===== src/rtl/wb_writer.sv =====
// ---------------------------------------------------------------------------
// wb_writer -- writeback-stage writer for the register-file write port.
//
// Registers the MEM-stage result, formats load data (byte / halfword
// extraction with sign or zero extension) and buffers results from the
// long-latency multiply/divide unit in a 2-entry FIFO. One register-file
// write is issued per cycle: in-order pipeline writes always win, queued
// results drain in cycles the pipeline leaves free.
//
// Optional feature (macro WB_WAW_SQUASH_EN):
//   When defined, a pipeline write to register A invalidates every queued
//   entry for A (including one accepted in the same cycle), since queued
//   results are always older. Invalid entries are popped without a write.
//   When undefined, every accepted entry is eventually written.
//
// Ports:
//   clk, rst        clock; synchronous active-high reset
//   m_valid, m_wen  MEM-stage instruction valid / writes a GPR
//   m_waddr         MEM-stage destination GPR
//   m_result        ALU/address result for non-loads
//   m_is_load       use formatted m_rdata instead of m_result
//   m_load_type     0=LW 1=LB 2=LBU 3=LH 4=LHU (5..7 write m_result)
//   m_byte_off      effective address bits [1:0]
//   m_rdata         data memory read word, little-endian
//   x_valid         long-latency unit offers a result
//   x_waddr, x_data its destination GPR and result
//   x_ready         queue accepts this cycle (combinational)
//   w_w_ena/addr/data  register-file write port (registered)
//   wb_pending      number of stored queue entries (registered)
// ---------------------------------------------------------------------------
module wb_writer #(
    parameter int QDEPTH = 2
) (
    input  logic        clk,
    input  logic        rst,
    input  logic        m_valid,
    input  logic        m_wen,
    input  logic [4:0]  m_waddr,
    input  logic [31:0] m_result,
    input  logic        m_is_load,
    input  logic [2:0]  m_load_type,
    input  logic [1:0]  m_byte_off,
    input  logic [31:0] m_rdata,
    input  logic        x_valid,
    input  logic [4:0]  x_waddr,
    input  logic [31:0] x_data,
    output logic        x_ready,
    output logic        w_w_ena,
    output logic [4:0]  w_w_addr,
    output logic [31:0] w_w_data,
    output logic [1:0]  wb_pending
);

    localparam logic [1:0] FULL = 2'(QDEPTH);

    localparam logic [2:0] LT_LW  = 3'd0;
    localparam logic [2:0] LT_LB  = 3'd1;
    localparam logic [2:0] LT_LBU = 3'd2;
    localparam logic [2:0] LT_LH  = 3'd3;
    localparam logic [2:0] LT_LHU = 3'd4;

    // -----------------------------------------------------------------------
    // Load-data formatting helpers
    // -----------------------------------------------------------------------
    function automatic logic [31:0] sext8(input logic [7:0] b);
        logic signed [7:0] s;
        s = b;
        return 32'(s);
    endfunction

    function automatic logic [31:0] sext16(input logic [15:0] h);
        logic signed [15:0] s;
        s = h;
        return 32'(s);
    endfunction

    function automatic logic [31:0] fmt_load(
        input logic [2:0]  lt,
        input logic [1:0]  off,
        input logic [31:0] rd,
        input logic [31:0] res
    );
        logic [7:0]  b;
        logic [15:0] h;
        b = rd[{off, 3'b000} +: 8];
        // off[0] is ignored for halfwords; misalignment is trapped upstream.
        h = off[1] ? rd[31:16] : rd[15:0];
        case (lt)
            LT_LW:   fmt_load = rd;
            LT_LB:   fmt_load = sext8(b);
            LT_LBU:  fmt_load = {24'd0, b};
            LT_LH:   fmt_load = sext16(h);
            LT_LHU:  fmt_load = {16'd0, h};
            default: fmt_load = res;
        endcase
    endfunction

    // -----------------------------------------------------------------------
    // State
    // -----------------------------------------------------------------------
    logic [1:0]  count_q, count_d;
    logic        rd_ptr_q, rd_ptr_d;
    logic        wr_ptr_q, wr_ptr_d;
    logic [1:0]  qv_q, qv_d;          // per-slot "still to be written" flag
    logic [4:0]  qa_q [2];
    logic [4:0]  qa_d [2];
    logic [31:0] qd_q [2];
    logic [31:0] qd_d [2];

    logic        w_ena_q, w_ena_d;
    logic [4:0]  w_addr_q, w_addr_d;
    logic [31:0] w_data_q, w_data_d;

    logic        pipe_req;
    logic        push_acc;
    logic        push_store;
    logic        push_v;
    logic        pop;
    logic        head_v;
    logic [31:0] pipe_data;

    // Ready looks only at the count before this cycle's pop, so a full
    // queue refuses a push even in a cycle that drains an entry.
    assign x_ready = !rst && (count_q < FULL);

    // -----------------------------------------------------------------------
    // Request decode
    // -----------------------------------------------------------------------
    always_comb begin
        pipe_req   = m_valid && m_wen && (m_waddr != 5'd0);
        push_acc   = x_valid && x_ready;
        // Results for x0 are acknowledged but never stored.
        push_store = push_acc && (x_waddr != 5'd0);
        // Any stored entry (valid or squashed) is popped when the pipeline
        // leaves the port free; a squashed pop still consumes the cycle.
        pop        = !pipe_req && (count_q != 2'd0);
        head_v     = qv_q[rd_ptr_q];
        pipe_data  = m_is_load ? fmt_load(m_load_type, m_byte_off, m_rdata, m_result)
                               : m_result;
    end

    // -----------------------------------------------------------------------
    // Queue next state
    // -----------------------------------------------------------------------
    always_comb begin
        qv_d     = qv_q;
        qa_d     = qa_q;
        qd_d     = qd_q;
        rd_ptr_d = rd_ptr_q;
        wr_ptr_d = wr_ptr_q;
        push_v   = 1'b1;

`ifdef WB_WAW_SQUASH_EN
        if (pipe_req) begin
            for (int i = 0; i < 2; i++) begin
                if (qa_q[i] == m_waddr) begin
                    qv_d[i] = 1'b0;
                end
            end
            // A result arriving now is older than this pipeline write.
            if (x_waddr == m_waddr) begin
                push_v = 1'b0;
            end
        end
`endif

        if (pop) begin
            qv_d[rd_ptr_q] = 1'b0;
            rd_ptr_d       = ~rd_ptr_q;
        end

        if (push_store) begin
            qv_d[wr_ptr_q] = push_v;
            qa_d[wr_ptr_q] = x_waddr;
            qd_d[wr_ptr_q] = x_data;
            wr_ptr_d       = ~wr_ptr_q;
        end

        count_d = count_q + {1'b0, push_store} - {1'b0, pop};
    end

    // -----------------------------------------------------------------------
    // Write-port arbitration
    // -----------------------------------------------------------------------
    always_comb begin
        w_ena_d  = 1'b0;
        w_addr_d = w_addr_q;
        w_data_d = w_data_q;
        if (pipe_req) begin
            w_ena_d  = 1'b1;
            w_addr_d = m_waddr;
            w_data_d = pipe_data;
        end else if (pop && head_v) begin
            w_ena_d  = 1'b1;
            w_addr_d = qa_q[rd_ptr_q];
            w_data_d = qd_q[rd_ptr_q];
        end
    end

    // -----------------------------------------------------------------------
    // Registers: control and output port (reset), queue payload (no reset)
    // -----------------------------------------------------------------------
    always_ff @(posedge clk) begin
        if (rst) begin
            count_q  <= 2'd0;
            rd_ptr_q <= 1'b0;
            wr_ptr_q <= 1'b0;
            qv_q     <= 2'b00;
            w_ena_q  <= 1'b0;
            w_addr_q <= 5'd0;
            w_data_q <= 32'd0;
        end else begin
            count_q  <= count_d;
            rd_ptr_q <= rd_ptr_d;
            wr_ptr_q <= wr_ptr_d;
            qv_q     <= qv_d;
            w_ena_q  <= w_ena_d;
            w_addr_q <= w_addr_d;
            w_data_q <= w_data_d;
        end
    end

    always_ff @(posedge clk) begin
        qa_q <= qa_d;
        qd_q <= qd_d;
    end

    assign w_w_ena    = w_ena_q;
    assign w_w_addr   = w_addr_q;
    assign w_w_data   = w_data_q;
    assign wb_pending = count_q;

endmodule

===== config.mk =====
export PLATFORM = sky130hd
export DESIGN_NAME = wb_writer
export DESIGN_NICKNAME = d
export VERILOG_FILES = /design/src/rtl/wb_writer.sv
export SDC_FILE = /design/constraint.sdc
export NUM_CORES = 1
export LEC_CHECK = 0
export BUFFER_PORTS_ARGS = -buffer_cell sky130_fd_sc_hd__buf_2
export CAP_MARGIN = 25
export CORE_ASPECT_RATIO = 0.6
export CORE_MARGIN = 2
export CORE_UTILIZATION = 34
export CTS_CLUSTER_SIZE = 20
export DETAILED_ROUTE_END_ITERATION = 10
export GPL_ROUTABILITY_DRIVEN = 0
export PLACE_DENSITY = 0.66
export RECOVER_POWER = 25
export SLEW_MARGIN = 20
export SYNTH_ARGS = -nofsm -noshare
export SYNTH_HDL_FRONTEND = slang
export SYNTH_SLANG_ARGS = --single-unit

===== constraint.sdc =====
create_clock -name clk -period 3.3 [get_ports clk]
set_input_delay 0.165 -clock clk [delete_from_list [all_inputs] [get_ports clk]]
set_output_delay 0.165 -clock clk [all_outputs]
set_load 0.05 [all_outputs]

=== Yosys cells after proc, flatten, opt, wreduce, memory -nomap -nowiden ===
Cells that the tools add are included.

* Register bits: 118
* Bits of input ports: 117
* Output and inout bits: 41
* Word-level logic and storage cells: 79

* $add $sub $neg: 2
* $lt $le $gt $ge: 8
* Equal/unequal tests: 4
* Shift operators: 1
* Multiplexer cells: 29
* Bitwise gates (word level): 7
* Reductions and logical operators: 17

{| class="wikitable"
|+ Operators with widths
! kind !! count
|-
| 2-to-1 mux 32 bit || 7
|-
| one-hot mux 32 bit (5 select lines) || 1
|-
| bitwise mux 64 bit || 1
|-
| demux 32 bit (select 1 bit) || 1
|-
| indexed part select 32 x 6 -> 8 bit || 1
|-
| 2-to-1 mux 5 bit || 6
|-
| 2-to-1 mux 16 bit || 1
|-
| bitwise mux 10 bit || 1
|-
| logical AND 1 bit || 10
|-
| nonzero test 5 bit || 2
|-
| equality test 3 x 2 -> 1 bit, second input constant || 2
|-
| 2-to-1 mux 1 bit || 6
|-
| demux 5 bit (select 1 bit) || 1
|-
| >= comparator 2 bit, second input constant || 2
|-
| < comparator 1 x 2 -> 1 bit, second input constant || 2
|-
| 2-to-1 mux 2 bit || 2
|-
| NOT 1 -> 2 bit || 2
|-
| nonzero test 2 bit || 2
|-
| equality test 3 x 1 -> 1 bit, second input constant || 1
|-
| equality test 3 bit, second input constant || 1
|-
| logical NOT 3 bit || 1
|-
| adder 2 x 1 -> 2 bit || 1
|-
| bitwise AND 2 bit || 1
|-
| demux 1 bit (select 1 bit) || 2
|-
| other kinds (8) || 11
|}

=== Logic depth before layout (Yosys ltp) ===
* Depth after elaboration: 9
* Gate-level depth with buffers: 8
* Depth with buffers taken out: 8

=== Worst setup path after synthesis ===
No wires, ideal clock.

* Path type: register to register
* Start: register count_q[1], in the netlist wb_pending[1]
* End: register qa_q[5] (netlist name) (enable)
* Setup time: 0.431 ns
* Arrival: 3.279 ns
* Required time: 2.869 ns
* Setup slack: -0.410 ns
* Cell stages (with the launch flop): 4
* Path buffers: 0
* Clock period less this slack: 3.710 ns
* Cell sequence: dfxtp_1 > nor2_1 > o211ai_1 > nor2_1

* Word-level cells in the longest chain between the ends: 4

{| class="wikitable"
|+ Ends and longest elaborated chain
! element !! RTL line !! text
|-
| start, declared || 101 || <nowiki>logic [1:0] count_q, count_d;</nowiki>
|-
| start signal, assigned || 213 || <nowiki>count_q <= count_d;</nowiki>
|-
| < comparator 2 bit || 124 || <nowiki>assign x_ready = !rst && (count_q < FULL);</nowiki>
|-
| logical AND 1 bit || 124 ||
|-
| net x_ready || 47 || <nowiki>output logic x_ready,</nowiki>
|-
| logical AND 1 bit || 131 || <nowiki>push_acc = x_valid && x_ready;</nowiki>
|-
| logical AND 1 bit || 133 || <nowiki>push_store = push_acc && (x_waddr != 5'd0);</nowiki>
|-
| end signal, assigned || 224 || <nowiki>qa_q <= qa_d;</nowiki>
|-
| end, declared || 105 || <nowiki>logic [4:0] qa_q [2];</nowiki>
|}

The timed path passes the listed nets, and every way through them passes these cells.
A chain may end at the register's enable or synchronous reset.

=== Final worst setup path ===
* Start: input port x_waddr[1]
* End: register count_q[1], in the netlist wb_pending[1]

* Word-level cells in the longest chain between the ends: 4

{| class="wikitable"
|+ Ends and longest elaborated chain
! element !! RTL line !! text
|-
| start, declared || 45 || <nowiki>input logic [4:0] x_waddr,</nowiki>
|-
| nonzero test 5 bit || 133 ||
|-
| logical AND 1 bit || 133 ||
|-
| adder 2 x 1 -> 2 bit || 179 || <nowiki>count_d = count_q + {1'b0, push_store} - {1'b0, pop};</nowiki>
|-
| subtractor 2 x 1 -> 2 bit || 179 ||
|}

No other way between the ends.

==> impl_metrics.json <==
{
  "crit_chain": "dlygate4sd3_1, buf_2, or4_1, o211ai_1, inv_1, xnor2_1, ha_1, xnor2_1, xnor2_1, nor2_1",
  "hp-class": "in -> reg",
  "die_w_um": 167,
  "port_buffers": 157,
  "antenna_found_initial": 7,
  "timing.slew.headroom": 0.461,
  "nets": 803,
  "crit_family": "buffers and inverters",
  "arrival_ps": 2820,
  "cts_tree": "yes",
  "wl_per_cell_um": 18.8,
  "core_um2": 15500,
  "grt-ovfl-total": 0,
  "hold_ws_ps": 15.9,
  "grtUsageMet1": 0.282,
  "die-area_um2": 17000,
  "synth_largest_area_cell": "edfxtp_1",
  "grt_most_used_layer": "met2",
  "min_period_ps": 2530,
  "ant_nets": 0,
  "initial_utilization": 0.351,
  "ir_worst_vdd_uv": 350,
  "cp-start-kind": "primary input",
  "syn_inst": 497,
  "startpoint": "x_waddr[1]",
  "h-tree-depth": 4,
  "path_buf_inv": 3,
  "critPathKind": "in -> reg",
  "synth_edf_count": 74,
  "clockRootBuffer": "clkbuf_16",
  "grtUsageTotal": 0.201,
  "synthToLayoutAreaGrowth_pct": 35.5,
  "crit_end": "wb_pending[1]",
  "r2r-start": "wb_pending[1]",
  "yosysTopAreaCellShare": 0.410,
  "final_hold_viol_count": 0,
  "drv_slew": 0,
  "finalSetupViolCount": 0,
  "insertion_delay_ps": 410,
  "p_leak_nw": 2.75,
  "reg2reg_depth": 6,
  "setup-tns-final_ps": 0,
  "ys_ff_latch": 118,
  "met3_usage": 0.0617,
  "cpPeakStageDelay_ps": 560,
  "synthTopCellsByArea": "edfxtp_1, dfxtp_1, mux2i_1",
  "r2r_slack_ps": 1250,
  "clock_path_buffers": 2,
  "endpoint_kind": "flip-flop",
  "crit_cells": 10,
  "first_pass_iters": 5,
  "first_global_vias": 4597,
  "fp-row-count": 35,
  "post-route-period-util": 0.767,
  "drive_gt1_frac": 0.277,
  "async_reset_ff_frac": 0,
  "crit_required_ps": 3590,
  "critPathMostFrequentCell": "xnor2_1",
  "rr_endpoint": "qd_q[14]",
  "synthFlopType": "edfxtp_1",
  "cts_sinks": 118,
  "crit_fanout": 5,
  "route.detailed.drc": 0,
  "worst_pin_slew_ps": 806,
  "dpl.hpwl_mm": 12.2,
  "p_per_area_nw_per_um2": 683,
  "cts_buffers": 17,
  "syn-num-nets": 615,
  "vias_per_cell": 5.32,
  "synth_seq_area_share": 0.573,
  "grt_max_degree": 41,
  "max_freq_ghz": 0.395,
  "final_common_cell": "buf_2",
  "vias": 4815,
  "post_cts.repair.setup_buffers": 0,
  "status": "finished clean",
  "final_cell_mix": "buf_2, edfxtp_1, nand2_1",
  "grt_pass1_wl_mm": 25.7,
  "clkTransAtPathRegs_ps": 60,
  "io_pins": 158,
  "grt_use_met2": 0.304,
  "drv_cap": 0,
  "syn_area_per_cell_um2": 10.9,
  "clock_skew_ps": 7.81,
  "ys_types": 38,
  "drtIter0Drc": 337,
  "routed_wl_mm": 17.0,
  "synth_warnings": 0,
  "grt_setup_unrepaired": "no",
  "die_y_um": 102,
  "syn_area_um2": 5420,
  "crit_slowest_cell": "o211ai_1"
}
## tightest hold or removal path, delay by kind of cell
kind / cells / cell delay (ps)
AND/OR/NAND/NOR: 1 / 50
AO/OA/AOI/OAI: 1 / 50
buffers and inverters: 1 / 110
## flip-flops by register name, indices dropped and copies added, names as in the netlist
signal / count
qa_q: 10
qd_q: 64
qv_q: 2
rd_ptr_q: 1
w_w_addr: 5
w_w_data: 32
w_w_ena: 1
wb_pending: 2
wr_ptr_q: 1
## cells by family (layout without fill, tap and decap cells)
logic type / count (synthesis) / after routing / share of synthesized area
fa+ha+maj: 1 / 1 / 0.00231
xor+xnor: 5 / 5 / 0.00808
other cells: 0 / 4 / 0
compound gates: 143 / 143 / 0.173
simple gates: 136 / 136 / 0.112
buf+inv: 44 / 245 / 0.0349
flops: 118 / 118 / 0.573
mux: 50 / 50 / 0.0965
## layer usage
| layer | vias up | wire length (µm) |
|---|---|---|
| li1 | 2253 | - |
| met1 | 2305 | 7950 |
| met2 | 226 | 7310 |
| met3 | 25 | 1560 |
| met4 | 6 | 147 |
| met5 | - | 41 |
## cell usage after synthesis, types with 2 or more instances
cell       number
edfxtp_1       74
nand2_1        61
o21ai_0        50
dfxtp_1        44
mux2i_1        41
nor2_1         39
o32ai_1        32
a21oi_1        30
clkbuf_1       29
nand2b_1        9
and2_1          8
inv_1           8
mux2_2          8
nor3b_1         8
a2111oi_0       7
a221oi_1        7
o211ai_1        6
nor3_1          5
xnor2_1         5
buf_1           3
buf_6           3
a211oi_1        2
a31oi_1         2
or4_1           2
## metrics by stage
step	instances	area [µm²]	util	worst slack, ps	power (W)
floorplan	497	5420	-	195	0.00284
global placement	832	6420	0.415	962	0.00323
detailed placement	832	6420	0.415	913	0.00325
CTS	901	7360	0.476	797	0.00506
global route	902	7330	0.474	610	0.00524
finish	905	7340	0.475	769	0.00501
## repair_timing
item / 4_1_cts / 5_1_grt
hold buffers: 37 / 0
resized for setup: 0 / 0
endpoints found under the hold margin: 74 / 0
## how the worst min path moves through the flow
stage,from,endpoint,slack [ps],cells after the start
CTS,m_waddr[1],w_w_addr[1],0.3,3
global route,m_waddr[1],w_w_addr[1],30,3
detailed placement,x_data[30],qd_q[62],360,1
floorplan,rst,wb_pending[0],240,1
global placement,x_data[22],qd_q[54],360,1
finish,m_waddr[1],w_w_addr[1],20,3
## power breakdown
group	switching, W	internal [W]
combinational	0.000945	0.000479
sequential	0.0000870	0.00175
clock	0.000690	0.00106
## layout make-up
cell class / count / area [µm²]
tap: 203 / 254
inverter: 8 / 30.0
fill: 1455 / 8120
sequential: 118 / 3100
timing repair buffer: 205 / 1220
multi-input combinational: 335 / 2150
clock buffer: 19 / 443
antenna: 4 / 10.0
clock inverter: 13 / 124
Note: power is estimated with default switching activity, not from simulation.
